## config.mk

```make
export PLATFORM = sky130hd
export DESIGN_NAME = hough_peak_reader
export DESIGN_NICKNAME = d
export VERILOG_FILES = /design/src/rtl/hough_peak_reader.sv
export SDC_FILE = /design/constraint.sdc
export NUM_CORES = 1
export LEC_CHECK = 0
export CAP_MARGIN = 20
export CORE_MARGIN = 2
export CORE_UTILIZATION = 47
export DETAILED_ROUTE_END_ITERATION = 16
export PLACE_DENSITY = 0.76
export SLEW_MARGIN = 40
export SYNTH_ARGS = -nofsm -noshare
export SYNTH_HDL_FRONTEND = slang
export SYNTH_SLANG_ARGS = --single-unit
```

## constraint.sdc

```tcl
create_clock -name clock -period 6.4 [get_ports clock]
set_clock_uncertainty 0.1 [all_clocks]
set_input_delay 1.28 -clock clock [delete_from_list [all_inputs] [get_ports clock]]
set_output_delay 1.28 -clock clock [all_outputs]
set_load 0.02 [all_outputs]
```

## src/rtl/hough_peak_reader.sv

```systemverilog
// Hough accumulator peak reader: walks every (theta, rho) bin once, reports bins whose
// vote count exceeds a threshold as lines, and optionally zeroes each bin after reading it.
module hough_peak_reader #(
   parameter int RHO_BINS      = 1600,
   parameter int RHO_OFFSET    = 800,
   parameter int THETA_BINS    = 181,
   parameter int VOTE_W        = 16,
   parameter int MAX_LINES     = 16,
   parameter int CLEAR_ON_READ = 1
) (
   input  logic                     clock,
   input  logic                     reset,
   input  logic                     start,
   input  logic [VOTE_W-1:0]        threshold,
   output logic [18:0]              acc_address,
   output logic                     acc_read,
   input  logic [VOTE_W-1:0]        acc_data,
   output logic                     acc_write,
   output logic [VOTE_W-1:0]        acc_wdata,
   output logic                     line_valid,
   input  logic                     line_ready,
   output logic signed [10:0]       line_rho,
   output logic [7:0]               line_theta,
   output logic [VOTE_W-1:0]        line_votes,
   output logic                     busy,
   output logic                     done,
   output logic                     overflow,
   output logic [4:0]               line_count
);

   localparam logic [10:0] RHO_LAST   = 11'(RHO_BINS - 1);
   localparam logic [7:0]  THETA_LAST = 8'(THETA_BINS - 1);
   localparam logic [4:0]  MAX_COUNT  = 5'(MAX_LINES);
   localparam logic        CLEAR      = (CLEAR_ON_READ != 0);

   typedef enum logic [2:0] {IDLE, READ, CMP, EMIT, NEXT, DONE} state_t;

   state_t                state_reg;
   logic [VOTE_W-1:0]     threshold_reg;
   logic [10:0]           rho_idx_reg;
   logic [7:0]            theta_reg;
   logic [18:0]           acc_address_reg;
   logic                  acc_read_reg;
   logic                  acc_write_reg;
   logic                  line_valid_reg;
   logic signed [10:0]    line_rho_reg;
   logic [7:0]            line_theta_reg;
   logic [VOTE_W-1:0]     line_votes_reg;
   logic                  busy_reg;
   logic                  done_reg;
   logic                  overflow_reg;
   logic [4:0]            line_count_reg;

   always_ff @(posedge clock) begin
      if (reset) begin
         state_reg       <= IDLE;
         threshold_reg   <= '0;
         rho_idx_reg     <= '0;
         theta_reg       <= '0;
         acc_address_reg <= '0;
         acc_read_reg    <= 1'b0;
         acc_write_reg   <= 1'b0;
         line_valid_reg  <= 1'b0;
         line_rho_reg    <= '0;
         line_theta_reg  <= '0;
         line_votes_reg  <= '0;
         busy_reg        <= 1'b0;
         done_reg        <= 1'b0;
         overflow_reg    <= 1'b0;
         line_count_reg  <= '0;
      end else begin
         case (state_reg)
            IDLE: begin
               if (start) begin
                  threshold_reg   <= threshold;
                  rho_idx_reg     <= '0;
                  theta_reg       <= '0;
                  acc_address_reg <= '0;
                  line_count_reg  <= '0;
                  overflow_reg    <= 1'b0;
                  busy_reg        <= 1'b1;
                  acc_read_reg    <= 1'b1;
                  state_reg       <= READ;
               end
            end
            READ: begin
               acc_read_reg <= 1'b0;
               state_reg    <= CMP;
            end
            CMP: begin
               // acc_data now carries the word requested during READ
               if (acc_data > threshold_reg && line_count_reg < MAX_COUNT) begin
                  line_rho_reg   <= $signed(rho_idx_reg - 11'(RHO_OFFSET));
                  line_theta_reg <= theta_reg;
                  line_votes_reg <= acc_data;
                  line_valid_reg <= 1'b1;
                  state_reg      <= EMIT;
               end else begin
                  if (acc_data > threshold_reg)
                     overflow_reg <= 1'b1;
                  acc_write_reg <= CLEAR;
                  state_reg     <= NEXT;
               end
            end
            EMIT: begin
               if (line_ready) begin
                  line_valid_reg <= 1'b0;
                  line_count_reg <= line_count_reg + 5'd1;
                  acc_write_reg  <= CLEAR;
                  state_reg      <= NEXT;
               end
            end
            NEXT: begin
               acc_write_reg <= 1'b0;
               if (theta_reg == THETA_LAST && rho_idx_reg == RHO_LAST) begin
                  done_reg  <= 1'b1;
                  state_reg <= DONE;
               end else begin
                  if (rho_idx_reg == RHO_LAST) begin
                     rho_idx_reg     <= '0;
                     theta_reg       <= theta_reg + 8'd1;
                     acc_address_reg <= {theta_reg + 8'd1, 11'd0};
                  end else begin
                     rho_idx_reg     <= rho_idx_reg + 11'd1;
                     acc_address_reg <= {theta_reg, rho_idx_reg + 11'd1};
                  end
                  acc_read_reg <= 1'b1;
                  state_reg    <= READ;
               end
            end
            DONE: begin
               done_reg  <= 1'b0;
               busy_reg  <= 1'b0;
               state_reg <= IDLE;
            end
            default: state_reg <= IDLE;
         endcase
      end
   end

   assign acc_address = acc_address_reg;
   assign acc_read    = acc_read_reg;
   assign acc_write   = acc_write_reg;
   assign acc_wdata   = '0;
   assign line_valid  = line_valid_reg;
   assign line_rho    = line_rho_reg;
   assign line_theta  = line_theta_reg;
   assign line_votes  = line_votes_reg;
   assign busy        = busy_reg;
   assign done        = done_reg;
   assign overflow    = overflow_reg;
   assign line_count  = line_count_reg;

endmodule

```

# Word level (Yosys, flattened, before mapping)
# Cells that the tools add are included.
[word_totals]
reg_bits = 103
in_bits = 36
output_inout_bits = 81
word_cells = 95
[classes]
addsub = 4
magnitude_cmp = 2
eq_ne = 15
mux = 36
reduce_logical = 23
[op_table]
columns = ["op", "count"]
rows = [
  ["$mux W19", 3],
  ["$pmux W19 S2", 1],
  ["$mux W11", 3],
  ["$mux W8", 3],
  ["$pmux W11 S2", 1],
  ["$gt A16 B16 Y1", 1],
  ["$ne A2 B2 Y1 const B", 8],
  ["$pmux W8 S2", 1],
  ["$pmux W3 S5", 1],
  ["$reduce_and A3 Y1", 5],
  ["$mux W3", 4],
  ["$reduce_bool A2 Y1", 6],
  ["$add A11 B1 Y11 const B", 1],
  ["$eq A11 B11 Y1 const B", 1],
  ["$sub A11 B10 Y11 const B", 1],
  ["$mux W1", 10],
  ["$mux W5", 2],
  ["$pmux W5 S2", 1],
  ["$reduce_and A2 Y1", 5],
  ["$add A8 B1 Y8 const B", 1],
  ["$eq A8 B8 Y1 const B", 1],
  ["$pmux W1 S2", 4],
  ["$reduce_and A4 Y1", 2],
  ["$eq A3 B2 Y1 const B", 2],
  ["other kinds (8)", 12],
]

# Longest topological paths before layout
# Gate-level depths: netlist of run 1.
[depth]
depth_word = 4
mapped_depth = 9
depth_no_buf = 8

# Least setup slack after synthesis of run 1
# Ideal clock, no wire load.
[synth_path]
path_kind = "input -> register"
start = "in acc_data[15]"
end = "reg acc_write_reg, in the netlist acc_write"
t_arrival_ps = 2869
required_time_ps = 6183
path_slack_ps = 3314
path_stages = 8
path_cell_list = "ha_1 > nand4_1 > nor3_1 > a21boi_1 > o31a_1 > buf_2 > nand2_1 > a22o_1"
[synth_between]
elab_chain_cells = 4
[synth_rtl]
columns = ["item", "line_no", "text"]
rows = [
  ["start, declared", "17", "input logic [VOTE_W-1:0] acc_data,"],
  ["$gt A16 B16 Y1", "92", "if (acc_data > threshold_reg && line_count_reg < MAX_COUNT) begin"],
  ["$logic_and A1 B1 Y1", "92", ""],
  ["$ne A2 B2 Y1 (no line)", "--", ""],
  ["$reduce_and A3 Y1 (no line)", "--", ""],
  ["end signal, assigned", "101", "acc_write_reg <= CLEAR;"],
  ["end signal, assigned", "109", "acc_write_reg <= CLEAR;"],
  ["end signal, assigned", "114", "acc_write_reg <= 1'b0;"],
  ["end, declared", "44", "logic acc_write_reg;"],
]
# Every way passes these cells.
# A chain may end at the register's enable or synchronous reset.

# Final worst setup path of run 1
[layout_path]
start = "in acc_data[15]"
end = "reg line_rho_reg[7], in the netlist line_rho[7]"
[layout_between]
elab_chain_cells = 3
[layout_rtl]
columns = ["item", "line_no", "text"]
rows = [
  ["$gt A16 B16 Y1", "92", ""],
  ["$logic_and A1 B1 Y1", "92", ""],
  ["$reduce_and A2 Y1 (no line)", "--", ""],
  ["end signal, assigned", "93", "line_rho_reg <= $signed(rho_idx_reg - 11'(RHO_OFFSET));"],
  ["end, declared", "46", "logic signed [10:0] line_rho_reg;"],
]
# Every way passes these cells.

==> impl_metrics.tcl, run 1 <==
set metrics [dict create \
    layout.nets 703 \
    worst-path-max-fanout 21 \
    firstDrtPassIters 5 \
    ys_top_cells_by_area "dfxtp_1 (41%), a21oi_1 (8.5%), ha_1 (6.1%), nand2_1 (5.5%), nand3_1 (5.2%)" \
    via_per_inst 5.49 \
    clk_pin_slew_ns 0.09 \
    fmax_mhz 234 \
    cp-start-kind "primary input" \
    max_slew_margin 0.459 \
    finalHoldViolCount 0 \
    critPathCaptureType "flip-flop" \
    avgSynthCellArea_sq_um 8.01 \
    cts_buffer_depth 2 \
    drt_iter0_markers 321 \
    postCtsSetupBuffers 0 \
    grt_use_total 0.237 \
    initial_core_util 0.487 \
    synth_top_area_frac 0.405 \
    ys_seq_area_frac 0.405 \
    clock-sinks 92 \
    worst_pin_slew_ns 0.811 \
    finalCriticalPeriod_ns 4.27 \
    core-area_sq_um 9330 \
    final_cells 779 \
    finalSetupViolations 0 \
    async_reset_ff_frac 0 \
    dp_hpwl_mm 8.49 \
    route.detailed.drc 0 \
    rows 35 \
    tns_ns 0 \
    cts_tree "done" \
    drtAntennaViolNets 0 \
    setup_slack_ns 2.13 \
    place.gp.congestion 0.965 \
    synth_edf_count 0 \
    cts.repair.resized 0 \
    cts_max_level 3 \
    synthFlopType "dfxtp_1" \
    grt_max_degree 50 \
    maxCapViolCount 0 \
    status "complete, no violations" \
    cts_hold_buf 0 \
    grt_pass1_vias 4083 \
    grt-ovfl-total 0 \
    post-place-ws_ns 1.81 \
    path_class "primary input to flip-flop" \
    hp-class "flip-flop to flip-flop" \
    io_pins 117 \
    required_ns 6.56 \
    die_w_microns 102 \
    rsz0062_at_grt "false" \
    reg2reg_depth 9 \
    reg2reg_slack_ns 3.16 \
    startpoint "acc_data[15]" \
    yosys.area.top_type "dfxtp_1" \
    area_delta_synth_final_pct 26.7 \
    timing.rr.start "threshold_reg[15]$_SDFFE_PP0P_" \
    synth_cells 567 \
    yosysUniqueCellTypes 55 \
    vdd_drop_max_v 0.000139 \
    p_per_area_nw_per_um2 223 \
    drv_slew 0 \
    portBuffers 100 \
    die_y_microns 102 \
    drive_gt1_frac 0.0600 \
    antenna_found_initial 0 \
    drt-total-wl_mm 12.0 \
    fin_crit_sh 0.667 \
    synth_warnings 0 \
    die-area_sq_um 10500 \
    grt_pass1_wl_mm 19.5 \
    syn-cell-area_sq_um 4540 \
    numCtsBuffers 9 \
    critPathCapture "line_rho[7]$_SDFFE_PP0P_" \
    clock_latency_ns 0.36 \
    power_uw 1290 \
    r2r-end "line_rho[7]$_SDFFE_PP0P_" \
    p_leak_uw 0.00194 \
    avgRoutedWirePerCell_microns 15.4 \
    dp_cells 763 \
    num_vias 4273 \
    crit_arrival_ns 4.43 \
    ys_ff_latch 92 \
    root_buffer "clkbuf_8" \
    diodes 0 \
]
## cell usage after synthesis (all sizes together), types with 3 or more instances
cell      n
a211oi    3
a21oi    79
and3      3
a31oi     8
a311oi    5
or3       4
and2      3
o21ai    43
xor2      7
buf      28
dfxtp    92
o2bb2ai   3
clkbuf   26
ha       22
nand4     7
nor2     37
inv      24
nand3    49
xnor2    16
nor3     11
nand2    68
## placed cells by master (no fill, tap or decap), types with 3 or more instances in the layout
cell / count
a211oi_1: 3
a21oi_1: 77
a311oi_1: 5
a31oi_1: 8
and2_1: 3
buf_4: 5
clkbuf_8: 10
clkdlybuf4s50_1: 99
clkinvlp_4: 3
conb_1: 16
dfxtp_1: 92
ha_1: 22
inv_1: 24
nand2_1: 66
nand3_1: 47
nand4_1: 7
nor2_1: 37
nor3_1: 10
o21ai_0: 42
o2bb2ai_1: 3
or3_1: 3
xnor2_1: 16
xor2_1: 7
## worst max-delay path, cell delays in order
cell and delay [ns]:
clkdlybuf4s50_1 0.44, ha_1 0.34, nand4_1 0.20, nor3_1 0.31
a21boi_1 0.38, o31a_1 0.72, buf_4 0.39, a21oi_1 0.11
a311oi_1 0.26
## area by class of cell
class,count,area (sq um)
Fill cell,857,3570
Clock inverter,5,61.3
Multi-Input combinational cell,412,2410
Inverter,24,90.1
Clock buffer,11,141
Timing Repair Buffer,106,1050
Tap cell,129,161
Sequential cell,92,1840
## per-stage QoR
stage               utilization  instance area, sq um  hold WS (ns)
floorplan                     -                  4600         0.336
global placement          0.592                  5520         0.345
detailed placement        0.595                  5550         0.347
CTS                       0.617                  5750         0.359
global route              0.617                  5760         0.374
finish                    0.617                  5760         0.360
## power by group
part           internal, uW  switching (uW)  leakage [uW]  total [uW]
Sequential              599            23.2      0.000746         623
Clock                   192             208     0.0000918         400
Combinational          97.0             165       0.00110         262
Total                   889             397       0.00194        1290
## kinds of logic after synthesis
logic type / share of synthesized area
compound gates: 0.195
xor+xnor: 0.0443
fa+ha+maj: 0.0606
buf+inv: 0.0823
flops: 0.405
mux: 0.00248
other cells: 0.000825
simple gates: 0.210
## how the worst min path moves through the flow
stage | startpoint | end | slack (ns) | cells after the start
finish | threshold_reg[9]$_SDFFE_PP0P_ | threshold_reg[9]$_SDFFE_PP0P_ | 0.36 | 2
floorplan | threshold_reg[10]$_SDFFE_PP0P_ | threshold_reg[10]$_SDFFE_PP0P_ | 0.34 | 2
CTS | threshold_reg[9]$_SDFFE_PP0P_ | threshold_reg[9]$_SDFFE_PP0P_ | 0.36 | 2
detailed placement | threshold_reg[9]$_SDFFE_PP0P_ | threshold_reg[9]$_SDFFE_PP0P_ | 0.35 | 2
global placement | threshold_reg[8]$_SDFFE_PP0P_ | threshold_reg[8]$_SDFFE_PP0P_ | 0.35 | 2
global route | threshold_reg[13]$_SDFFE_PP0P_ | threshold_reg[13]$_SDFFE_PP0P_ | 0.37 | 2
## per-layer routing
| metal | up-vias | part of all wire | GRT usage |
|---|---|---|---|
| li1 | 2100 | - | - |
| met1 | 2014 | 0.44 | 0.308 |
| met2 | 140 | 0.48 | 0.398 |
| met3 | 19 | 0.058 | 0.0472 |
| met4 | 0 | 0.017 | 0.0749 |
| met5 | - | 0 | 0 |
No activity file was read; power rests on OpenSTA's default activity.
==> run 2, diff against run 1 <==
--- a/config.mk
+++ b/config.mk
@@ -7,9 +7,9 @@
 export LEC_CHECK = 0
 export CAP_MARGIN = 20
 export CORE_MARGIN = 2
-export CORE_UTILIZATION = 47
+export CORE_UTILIZATION = 44
 export DETAILED_ROUTE_END_ITERATION = 16
-export PLACE_DENSITY = 0.76
+export PLACE_DENSITY = 0.75
 export SLEW_MARGIN = 40
 export SYNTH_ARGS = -nofsm -noshare
 export SYNTH_HDL_FRONTEND = slang
==> constraint.sdc (replaced) <==
create_clock -name clock -period 3.83 [get_ports clock]
set_clock_uncertainty 0.1 [all_clocks]
set_input_delay 0.766 -clock clock [delete_from_list [all_inputs] [get_ports clock]]
set_output_delay 0.766 -clock clock [all_outputs]
set_load 0.02 [all_outputs]
==> run 2 against run 1 <==
Compared with the run above:
- global-route usage is 2.3 points lower
- critical path type unchanged
- non-clock buffer count grew 3
- wire length decreased by 1.1%
- cell count is 1.3% higher
- core utilization decreased by 4.7 points
- critical endpoint is now acc_write$_SDFFE_PP0P_
- register-to-register slack got worse by 1.9 ns
- cell area up 0.96%
- sequential share of layout area is 0.30 points lower
- sequential power up 67%
==> impl_metrics.tcl, run 2 (synthesis gave the netlist of run 1 again) <==
set metrics [dict create \
    drt_iter0_markers 305 \
    startpoint "acc_data[15]" \
    diodes 0 \
    dp_hpwl_mm 8.47 \
    antenna_found_initial 0 \
    hp-class "flip-flop to flip-flop" \
    die_y_microns 106 \
    grt_pass1_wl_mm 19.7 \
    cts_hold_buf 0 \
    cts_tree "done" \
    drive_gt1_frac 0.0643 \
    required_ns 3.99 \
    crit_arrival_ns 3.27 \
    stdcell_area_sq_um 5810 \
    r2r-end "acc_address[16]$_SDFFE_PP0P_" \
    core-area_sq_um 10200 \
    p_per_area_nw_per_um2 384 \
    worst-path-max-fanout 24 \
    fmax_mhz 322 \
    final_common_cell "clkdlybuf4s50_1" \
    grt_pass1_vias 4059 \
    numCtsBuffers 9 \
    timing.rr.start "rho_idx_reg[0]$_SDFFE_PP0P_" \
    cts_buffer_depth 2 \
    root_buffer "clkbuf_8" \
    clock-sinks 92 \
    status "complete, no violations" \
    drtAntennaViolNets 0 \
    cts_max_level 3 \
    critical_path_cell_count 9 \
    firstDrtPassIters 5 \
    critPathCapture "acc_write$_SDFFE_PP0P_" \
    io_pins 117 \
    max_slew_margin 0.615 \
    p_leak_uw 0.00197 \
    place_area_sq_um 5570 \
    cp_slowest_cell "clkdlybuf4s50_1" \
    route.detailed.drc 0 \
    cts.repair.resized 0 \
    grt_max_degree 48 \
    fin_crit_sh 0.810 \
    finalSetupViolations 0 \
    fillers 951 \
    crit_family "compound AO/OA/AOI/OAI gates" \
    finalHoldViolCount 0 \
    cp-start-kind "primary input" \
    crit_chain "clkdlybuf4s50_1 -> ha_1 -> nand4_1 -> nor3_1 -> a21boi_1 -> o31a_1 -> buf_4 -> nand2_1 -> a22o_1" \
    clock_latency_ns 0.36 \
    grt_use_total 0.215 \
    clk_pin_slew_ns 0.10 \
    via_per_inst 5.48 \
    max_stage_delay_ns 0.43 \
    area_delta_synth_final_pct 27.9 \
    postCtsSetupBuffers 0 \
    drt-total-wl_mm 11.9 \
    portBuffers 100 \
    vdd_drop_max_v 0.000242 \
    initial_core_util 0.446 \
    finalCriticalPeriod_ns 3.10 \
    final.hold.worst_slack_ns 0.358 \
    rsz0062_at_grt "false" \
    tns_ns 0 \
    drv_slew 0 \
    grt-ovfl-total 0 \
    critPathCaptureType "flip-flop" \
    rows 37 \
    path_buf_inv 2 \
    path_class "primary input to flip-flop" \
    mostFrequentLayoutCells "clkdlybuf4s50_1 (99), dfxtp_1 (92), a21oi_1 (77)" \
    reg2reg_slack_ns 1.22 \
    die_w_microns 106 \
    avgRoutedWirePerCell_microns 15.1 \
    place.gp.congestion 0.839 \
    layout.nets 706 \
    die-area_sq_um 11200 \
    num_vias 4327 \
    maxCapViolCount 0 \
    reg2reg_depth 7 \
    worst_pin_slew_ns 0.563 \
]
## run 2: metal layers
layer  vias to the layer above  global-route usage  wire length (microns)
met5                         -                   0                      0
met4                         0              0.0648                    162
met3                        22              0.0445                    911
met2                       186               0.354                   5720
met1                      2017               0.283                   5090
li1                       2102                   -                      -
## run 2: per-stage QoR
stage | cells | util | setup WS (ns) | total power, uW
floorplan | 582 | - | 1.26 | 1340
global placement | 773 | 0.547 | 0.479 | 1480
detailed placement | 773 | 0.547 | 0.336 | 1500
CTS | 789 | 0.570 | 0.721 | 2240
global route | 789 | 0.571 | 0.456 | 2330
finish | 789 | 0.571 | 0.727 | 2230
## run 2: final cells by class
cell class | instances | area, sq um | area share
flip-flops and latches | 92 | 1840 | 0.317
multi-input cells | 412 | 2410 | 0.415
well taps | 136 | 170 | 0.0293
repair buffers | 109 | 1070 | 0.183
clock inverters | 7 | 108 | 0.0185
clock buffers | 9 | 124 | 0.0213
inverters | 24 | 90.1 | 0.0155
## run 2: tightest hold or removal path: cells and delay by family (launching register included)
kind / cells / cell delay (ns)
compound gates: 1 / 0.05
flops: 1 / 0.32
simple gates: 1 / 0.05
## run 2: worst min-delay path by stage
stage                                               from                             end  slack, ns  cells after the start
after global routing      threshold_reg[11]$_SDFFE_PP0P_  threshold_reg[11]$_SDFFE_PP0P_       0.38                      2
after CTS                  threshold_reg[9]$_SDFFE_PP0P_   threshold_reg[9]$_SDFFE_PP0P_       0.36                      2
after detailed placement   threshold_reg[9]$_SDFFE_PP0P_   threshold_reg[9]$_SDFFE_PP0P_       0.35                      2
after global placement     threshold_reg[6]$_SDFFE_PP0P_   threshold_reg[6]$_SDFFE_PP0P_       0.34                      2
after floorplan           threshold_reg[10]$_SDFFE_PP0P_  threshold_reg[10]$_SDFFE_PP0P_       0.34                      2
final                      threshold_reg[9]$_SDFFE_PP0P_   threshold_reg[9]$_SDFFE_PP0P_       0.36                      2
## run 2: report_power, final
group / switching [uW] / internal (uW)
Combinational: 275 / 165
Sequential: 39.0 / 1000
Clock: 370 / 380
Total: 684 / 1550
